## src/rtl/operand2_shift_unit.sv

```systemverilog
// Multi-cycle ARM operand-2 barrel-shift replacement: decodes the shift encoding and shifts STEP bits per cycle.
// Optional macro OPSHIFT_FLUSH_EN adds a flush input that aborts the in-flight request.
module operand2_shift_unit #(
    parameter int unsigned STEP = 1
) (
    input  logic        clk,
    input  logic        rst_n,
`ifdef OPSHIFT_FLUSH_EN
    input  logic        flush,
`endif
    input  logic        in_valid,
    output logic        in_ready,
    input  logic [31:0] in_operand,
    input  logic [1:0]  in_type,
    input  logic        in_amt_reg,
    input  logic [7:0]  in_amount,
    input  logic        in_carry,
    output logic        out_valid,
    input  logic        out_ready,
    output logic [31:0] out_result,
    output logic        out_carry
);

    localparam int unsigned CW = 6;
    localparam logic [1:0] T_LSL = 2'b00;
    localparam logic [1:0] T_LSR = 2'b01;
    localparam logic [1:0] T_ASR = 2'b10;

    typedef enum logic [1:0] {IDLE, SHIFT, DONE} state_t;

    state_t          state_q, state_d;
    logic [31:0]     op_q, op_d;
    logic            carry_q, carry_d;
    logic [1:0]      type_q, type_d;
    logic            rrx_q, rrx_d;
    logic [CW-1:0]   rem_q, rem_d;
    logic            out_valid_q, out_valid_d;
    logic            in_ready_q, in_ready_d;

    logic [CW-1:0]   dec_n;
    logic            dec_rrx;
    logic [4:0]      amt5;
    logic [31:0]     sh_op;
    logic            sh_c;
    logic            sh_bit;
    logic [CW-1:0]   sh_rem;
    logic            flush_c;

`ifdef OPSHIFT_FLUSH_EN
    assign flush_c = flush;
`else
    assign flush_c = 1'b0;
`endif

    assign amt5 = in_amount[4:0];

    // Translate the ARM encoding into a count of single-bit shifts (33 forces a zero carry for LSL/LSR > 32)
    always_comb begin
        dec_n   = '0;
        dec_rrx = 1'b0;
        if (!in_amt_reg) begin
            case (in_type)
                T_LSL:        dec_n = CW'(amt5);
                T_LSR, T_ASR: dec_n = (amt5 == 5'd0) ? CW'(32) : CW'(amt5);
                default: begin
                    if (amt5 == 5'd0) begin
                        dec_rrx = 1'b1;
                        dec_n   = CW'(1);
                    end else begin
                        dec_n = CW'(amt5);
                    end
                end
            endcase
        end else if (in_amount != 8'd0) begin
            case (in_type)
                T_LSL, T_LSR: dec_n = (in_amount > 8'd33) ? CW'(33) : CW'(in_amount);
                T_ASR:        dec_n = (in_amount > 8'd32) ? CW'(32) : CW'(in_amount);
                default:      dec_n = (amt5 == 5'd0) ? CW'(32) : CW'(amt5);
            endcase
        end
    end

    // Up to STEP single-bit shifts of the latched type; carry keeps the last bit shifted out
    always_comb begin
        sh_op  = op_q;
        sh_c   = carry_q;
        sh_rem = rem_q;
        sh_bit = 1'b0;
        for (int unsigned i = 0; i < STEP; i++) begin
            if (sh_rem != '0) begin
                if (rrx_q) begin
                    sh_bit = sh_op[0];
                    sh_op  = {sh_c, sh_op[31:1]};
                    sh_c   = sh_bit;
                end else begin
                    case (type_q)
                        T_LSL: begin
                            sh_c  = sh_op[31];
                            sh_op = {sh_op[30:0], 1'b0};
                        end
                        T_LSR: begin
                            sh_c  = sh_op[0];
                            sh_op = {1'b0, sh_op[31:1]};
                        end
                        T_ASR: begin
                            sh_c  = sh_op[0];
                            sh_op = {sh_op[31], sh_op[31:1]};
                        end
                        default: begin
                            sh_c  = sh_op[0];
                            sh_op = {sh_op[0], sh_op[31:1]};
                        end
                    endcase
                end
                sh_rem = sh_rem - CW'(1);
            end
        end
    end

    // Next-state and datapath control
    always_comb begin
        state_d     = state_q;
        op_d        = op_q;
        carry_d     = carry_q;
        type_d      = type_q;
        rrx_d       = rrx_q;
        rem_d       = rem_q;
        out_valid_d = 1'b0;
        case (state_q)
            IDLE: begin
                if (in_valid) begin
                    op_d    = in_operand;
                    carry_d = in_carry;
                    type_d  = in_type;
                    rrx_d   = dec_rrx;
                    rem_d   = dec_n;
                    state_d = (dec_n == '0) ? DONE : SHIFT;
                end
            end
            SHIFT: begin
                op_d    = sh_op;
                carry_d = sh_c;
                rem_d   = sh_rem;
                if (sh_rem == '0) begin
                    state_d = DONE;
                end
            end
            DONE: begin
                if (out_valid_q && out_ready) begin
                    state_d = IDLE;
                end else begin
                    out_valid_d = 1'b1;
                end
            end
            default: state_d = IDLE;
        endcase
        if (flush_c) begin
            state_d     = IDLE;
            out_valid_d = 1'b0;
        end
        in_ready_d = (state_d == IDLE);
    end

    always_ff @(posedge clk or negedge rst_n) begin
        if (!rst_n) begin
            state_q     <= IDLE;
            op_q        <= '0;
            carry_q     <= 1'b0;
            type_q      <= '0;
            rrx_q       <= 1'b0;
            rem_q       <= '0;
            out_valid_q <= 1'b0;
            in_ready_q  <= 1'b1;
        end else begin
            state_q     <= state_d;
            op_q        <= op_d;
            carry_q     <= carry_d;
            type_q      <= type_d;
            rrx_q       <= rrx_d;
            rem_q       <= rem_d;
            out_valid_q <= out_valid_d;
            in_ready_q  <= in_ready_d;
        end
    end

    assign in_ready   = in_ready_q;
    assign out_valid  = out_valid_q;
    assign out_result = op_q;
    assign out_carry  = carry_q;

endmodule
```

## config.mk

```make
export PLATFORM = sky130hd
export DESIGN_NAME = operand2_shift_unit
export DESIGN_NICKNAME = d
export VERILOG_FILES = /design/src/rtl/operand2_shift_unit.sv
export SDC_FILE = /design/constraint.sdc
export NUM_CORES = 1
export LEC_CHECK = 0
export CAP_MARGIN = 20
export CORE_MARGIN = 5
export CORE_UTILIZATION = 40
export DETAILED_ROUTE_END_ITERATION = 10
export PLACE_DENSITY = 0.7
export SETUP_SLACK_MARGIN = 0.4
export SLEW_MARGIN = 15
export SYNTH_ARGS = -nofsm -noshare
export SYNTH_HDL_FRONTEND = slang
export SYNTH_SLANG_ARGS = --single-unit
```

## constraint.sdc

```tcl
create_clock -name clk -period 4.2 [get_ports clk]
set_input_delay 0.84 -clock clk [delete_from_list [all_inputs] [get_ports clk]]
set_output_delay 0.84 -clock clk [all_outputs]
set_load 0.01 [all_outputs]
```

==> flow_summary.toml, run 1 <==
[timing]
tns_ns = 0
rsz0062_at_grt = "false"
fin_skew_ns = 0.00674
fmax_mhz = 351
final_hold_viol_count = 0
period_share_pct = 67.8
tightest_slew_ns = 0.850
setup_viol = 0
slew_headroom_pct = 43.2
min_period_ns = 2.85
finalMaxSlewViolations = 0

[global_routing]
grt_max_degree = 42
grt_usage_pct = 17.3
grt_antenna_before_repair = 0
grt_pass1_wl_um = 12200
grt_pass1_vias = 2502
grt_overflow_total = 0

[clock_network]
cts_setup_buffers = 0
h-tree-depth = 2
cts.sinks = 46
cts_max_path_buffers = 2
ctsHoldBuffers = 0
clkLatencyLatePin_ns = 0.30
tritoncts = "yes"
cts-resized-gates = 0
clockRootBuffer = "clkbuf_8"
clk_pin_slew_ns = 0.08
cts-buffers-inserted = 5

[setup_path]
worstPathCellList = "clkdlybuf4s50_1 > or4_4 > or2_4 > a311o_1 > o32ai_2 > a221o_1"
worstPathRequired_ns = 4.43
critPathKind = "in2reg"
crit_path_end_kind = "flip-flop"
path_max_fanout = 4
critPathBufInv = 1
critPathTopFamily = "compound AO/OA/AOI/OAI gates"
crit_path_top_delay_cell = "or4_4"
slowest_delay_ns = 0.56
start_kind = "primary input"
cp_data_arrival_time_ns = 3.08

[route]
ant_nets = 0
drt_wl_total_um = 7380
drc_errors = 0
vias = 2682
dr.pass1.iters = 4
viasPerCell = 5.35
wl_per_cell_um = 14.7
drt-initial-drc-count = 59

[yosys]
synthCells = 330
netlist_top_cells_count = "dfrtp_1 (45), nand2_1 (43), nor2_1 (39)"
synth_nets = 383
synth_cell_types = 44
yosysSeqAreaShare_pct = 41.2
syn_area_mm2 = 0.00280
synthArstFlopShare_pct = 100
synth.most_common_cell = "dfrtp_1"
yosys_warnings = 0
ys_ff_latch = 46
avgSynthCellArea_um2 = 8.47
synth_flop_cell = "dfrtp_1"
yosys.area.top_type_share_pct = 40.3
synthTopCellsByArea = "dfrtp_1 (40%), mux2i_1 (12%), a21oi_1 (6.6%), nand2_1 (5.8%), nor2_1 (5.2%)"
synth_top_area_cell = "dfrtp_1"
synth_edf_count = 0

[layout]
fillCellCount = 637
multiInputGateArea_mm2 = 0.00154
areaGrowthSynthToFinish_pct = 36.3
final_cells = 501
fin_nets = 457
drive_above_1_share_pct = 5.19
ff_latch_area_mm2 = 0.00115
n_antenna_cell = 0

[pwr]
power.leakage_nw = 1.58
powerDensity_mw_per_mm2 = 773
ir_drop_mv = 0.307

[place]
dp_cells = 493
portBuffers = 82
post-dp-hpwl_um = 5360
gp_congestion = 0.963

[floorplan]
io_pins = 83
initial_core_util_pct = 41.1
rows = 30
die-area_mm2 = 0.00876
die_w_um = 93.6
coreArea_mm2 = 0.00679
die_y_um = 93.6

[hold_path]
holdCritPathClass = "in2async"

[status]
status = "completed"

[run]
cap_viol_max_count = 0
through the flow:
stage	util, %	power (mW)	hold slack, ns	cell area (um^2)	worst slack (ns)
finish	56.1	2.94	0.454	3810	1.35
global route	56.1	3.22	0.466	3810	1.30
CTS	56.1	2.97	0.446	3810	1.37
detailed placement	54.8	2.69	0.524	3720	1.05
global placement	54.4	2.61	0.512	3700	1.13
floorplan	-	2.02	0.495	2800	1.67
area by class of cell:
type / instances / area share (%)
multi-input cells: 256 / 40.4
well taps: 96 / 3.15
clock inverters: 2 / 0.361
flip-flops and latches: 46 / 30.2
clock buffers: 6 / 1.90
inverters: 9 / 0.887
repair buffers: 86 / 23.1
where the power goes:
part	switching, mW	internal, mW
registers	0.251	0.664
clock network	0.151	0.118
logic	0.903	0.857
state kept, by name, indices dropped and copies added, names as in the netlist:
signal / count
state_q: 2
rem_q: 6
out_valid: 1
out_result: 32
in_ready: 1
out_carry: 1
type_q: 2
rrx_q: 1
cells by family after synthesis:
logic type	share of synthesized area, %
AO/OA/AOI/OAI	23.5
AND/OR/NAND/NOR	16.9
flip-flops	41.2
multiplexers	11.8
buffers and inverters	4.03
adder cells (fa/ha/maj)	2.24
XOR/XNOR	0.313
worst paths after layout:
path	start	end	slack, ns	cells past startpoint
max	in_amount[4]	rem_q[3]$_DFFE_PN0P_	1.35	6
min	rst_n	out_result[15]$_DFFE_PN0P_	0.45	1
max reg2reg	rem_q[0]$_DFFE_PN0P_	out_result[19]$_DFFE_PN0P_	1.67	7
min reg2reg	out_result[16]$_DFFE_PN0P_	out_result[16]$_DFFE_PN0P_	0.55	2
max in group asynchronous	rst_n	in_ready$_DFF_PN1_	2.98	2
min in group clk	out_result[16]$_DFFE_PN0P_	out_result[16]$_DFFE_PN0P_	0.55	2
placed cells by master (no fill, tap or decap), drive strengths merged, types with 2 or more instances in the layout:
cell / instances
o21a: 2
a22o: 2
buf: 5
ha: 5
clkdlybuf4s50: 81
o21ai: 43
nor2: 39
o221ai: 2
nand2b: 2
a221o: 3
a21o: 3
clkinv: 2
nand2: 43
nor3: 8
a21oi: 37
or3: 3
o31ai: 2
a211oi: 2
nor2b: 2
nor3b: 3
a31oi: 3
dfrtp: 45
mux2i: 33
or2: 2
inv: 9
clkbuf: 6
routing by layer:
layer,GRT usage [%],routed length (um)
met4,4.33,51
met3,3.46,519
met2,28.3,3410
met1,23.4,3400
met5,0,0
(Power assumes the default switching activity.)
==> run 2, diff against run 1 <==
--- a/config.mk
+++ b/config.mk
@@ -9,7 +9,7 @@
 export CORE_MARGIN = 5
 export CORE_UTILIZATION = 40
 export DETAILED_ROUTE_END_ITERATION = 10
-export PLACE_DENSITY = 0.7
+export PLACE_DENSITY = 0.72
 export SETUP_SLACK_MARGIN = 0.4
 export SLEW_MARGIN = 15
 export SYNTH_ARGS = -nofsm -noshare
==> constraint.sdc (replaced) <==
create_clock -name clk -period 2.5 [get_ports clk]
set_input_delay 0.5 -clock clk [delete_from_list [all_inputs] [get_ports clk]]
set_output_delay 0.5 -clock clk [all_outputs]
set_load 0.01 [all_outputs]
==> run 2 against run 1 <==
- die area is the same
- largest power group unchanged
- routed wire length rose by 4.9%
- count of clock-buffer cells in the layout is 1 lower
- sequential cell count unchanged
- non-clock buffer count is 16 higher
- first-iteration DRC count up 83%
- clock power rose by 110%
==> flow_summary.toml, run 2 (synthesized netlist as in run 1, its figures left out) <==
[global_routing]
grt_usage_pct = 17.8
grt_overflow_total = 0
grt_pass1_vias = 2652
grt_pass1_wl_um = 12600
grt_antenna_before_repair = 0
grt_max_degree = 43

[clock_network]
clk_pin_slew_ns = 0.09
tritoncts = "yes"
ctsHoldBuffers = 0
clkLatencyLatePin_ns = 0.30
cts.sinks = 46
cts_max_path_buffers = 2
h-tree-depth = 2
clockRootBuffer = "clkbuf_8"
cts-buffers-inserted = 5

[place]
portBuffers = 82
post-dp-hpwl_um = 5810
gp_congestion = 0.969
placed_area_mm2 = 0.00381
dp_cells = 507

[timing]
final_hold_viol_count = 0
slew_headroom_pct = 57.2
fin_skew_ns = 0.00939
min_period_ns = 2.06
period_share_pct = 82.5
rsz0062_at_grt = "true"
tightest_slew_ns = 0.640
setup_viol = 0
finalMaxSlewViolations = 0
tns_ns = 0
fmax_mhz = 485

[layout]
fillCellCount = 606
n_antenna_cell = 0
areaGrowthSynthToFinish_pct = 41.9
fin_nets = 473
largest_register_ff_count = 32
final_cells = 517
final_area_mm2 = 0.00397
mostFrequentLayoutCells = "clkdlybuf4s50_1 (75), dfrtp_1 (45), nand2_1 (42)"
drive_above_1_share_pct = 12.1
final_common_cell = "clkdlybuf4s50_1"
post-route-util_pct = 58.4

[pwr]
p_int_mw = 2.89
seqPwrFrac_pct = 30.1
p_switching_mw = 2.22
ir_drop_mv = 0.489
powerDensity_mw_per_mm2 = 1290
pwr-share-clk_pct = 11.1
power_mw = 5.11
power.leakage_nw = 1.67
comb_power_share_pct = 58.9
switching_share_pct = 43.5

[route]
drc_errors = 0
wl_per_cell_um = 15.0
drt-initial-drc-count = 108
viasPerCell = 5.31
ant_nets = 0
vias = 2745
dr.pass1.iters = 4
drt_wl_total_um = 7740

[setup_path]
worstPathRequired_ns = 2.74
path_max_fanout = 4
slowest_delay_ns = 0.53
crit_path_top_delay_cell = "or4_4"
worstPathCellList = "clkbuf_2 > or4_4 > or2_4 > a311o_1 > o32ai_4 > a221o_1"
start_kind = "primary input"
cp_data_arrival_time_ns = 2.30
critPathBufInv = 1
critPathKind = "in2reg"
crit_path_end_kind = "flip-flop"
critPathTopFamily = "compound AO/OA/AOI/OAI gates"

[run]
cap_viol_max_count = 0

[hold_path]
holdCritPathClass = "in2async"

[floorplan]
initial_core_util_pct = 41.1
coreArea_mm2 = 0.00679
rows = 30
die-area_mm2 = 0.00876
die_w_um = 93.6
die_y_um = 93.6
io_pins = 83

[status]
status = "completed"
## run 2: changes by cell type in the layout (fill, tap and decap cells not counted), sizes merged
| cell | delta |
|---|---|
| buf | +17 |
| clkdlybuf4s50 | -6 |
| clkdlybuf4s15 | +2 |
| bufinv | +1 |
| clkbuf | +1 |
| clkinv | -1 |
| dlygate4sd2 | +1 |
| inv | +1 |
## run 2: cell type report
| type | instances | area [um^2] | share of cell area, % |
|---|---|---|---|
| clock buffer | 5 | 68.8 | 1.74 |
| clock inverter | 3 | 43.8 | 1.10 |
| inverter | 9 | 33.8 | 0.852 |
| multi-input combinational | 256 | 1580 | 39.9 |
| sequential | 46 | 1150 | 29.1 |
| tap | 96 | 120 | 3.03 |
| timing repair buffer | 102 | 962 | 24.3 |
## run 2: power groups by stage
stage                     clock [mW]  sequential, mW  combinational [mW]
after detailed placement           0            1.55                3.00
final                          0.566            1.54                3.01
after floorplan                    0            1.53                1.85
after CTS                      0.580            1.54                3.01
after global placement             0            1.54                2.92
after global routing           0.615            1.61                3.33
## run 2: worst paths after layout
check | startpoint | end | slack [ns] | cells past startpoint
setup / recovery | in_amount[1] | rem_q[1]$_DFFE_PN0P_ | 0.44 | 6
hold / removal | rst_n | rem_q[1]$_DFFE_PN0P_ | 0.15 | 1
setup reg to reg | rem_q[0]$_DFFE_PN0P_ | out_result[31]$_DFFE_PN0P_ | 0.51 | 8
hold reg to reg | out_result[19]$_DFFE_PN0P_ | out_result[19]$_DFFE_PN0P_ | 0.55 | 2
max in group asynchronous | rst_n | out_result[18]$_DFFE_PN0P_ | 1.78 | 2
min in group clk | in_amount[2] | rem_q[2]$_DFFE_PN0P_ | 0.52 | 3
## run 2: routing by layer
layer	global-route usage [%]	wire length (um)
met1	24.4	3540
met2	28.8	3620
met3	2.74	488
met4	5.66	89
met5	0	0
## run 2: repair_timing
action,in CTS,in global routing
gates resized for setup,15,12
endpoints found under the setup margin,8,7
pin swaps,6,6
setup buffers,2,0
cloned,0,0
## run 2: metrics by stage
stage	worst slack, ns	hold slack [ns]
3_3_place_gp	-0.0978	0.487
2_1_floorplan	0.409	0.204
6_report	0.438	0.149
4_1_cts	0.403	0.161
3_5_place_dp	-0.189	0.493
5_1_grt	0.393	0.194
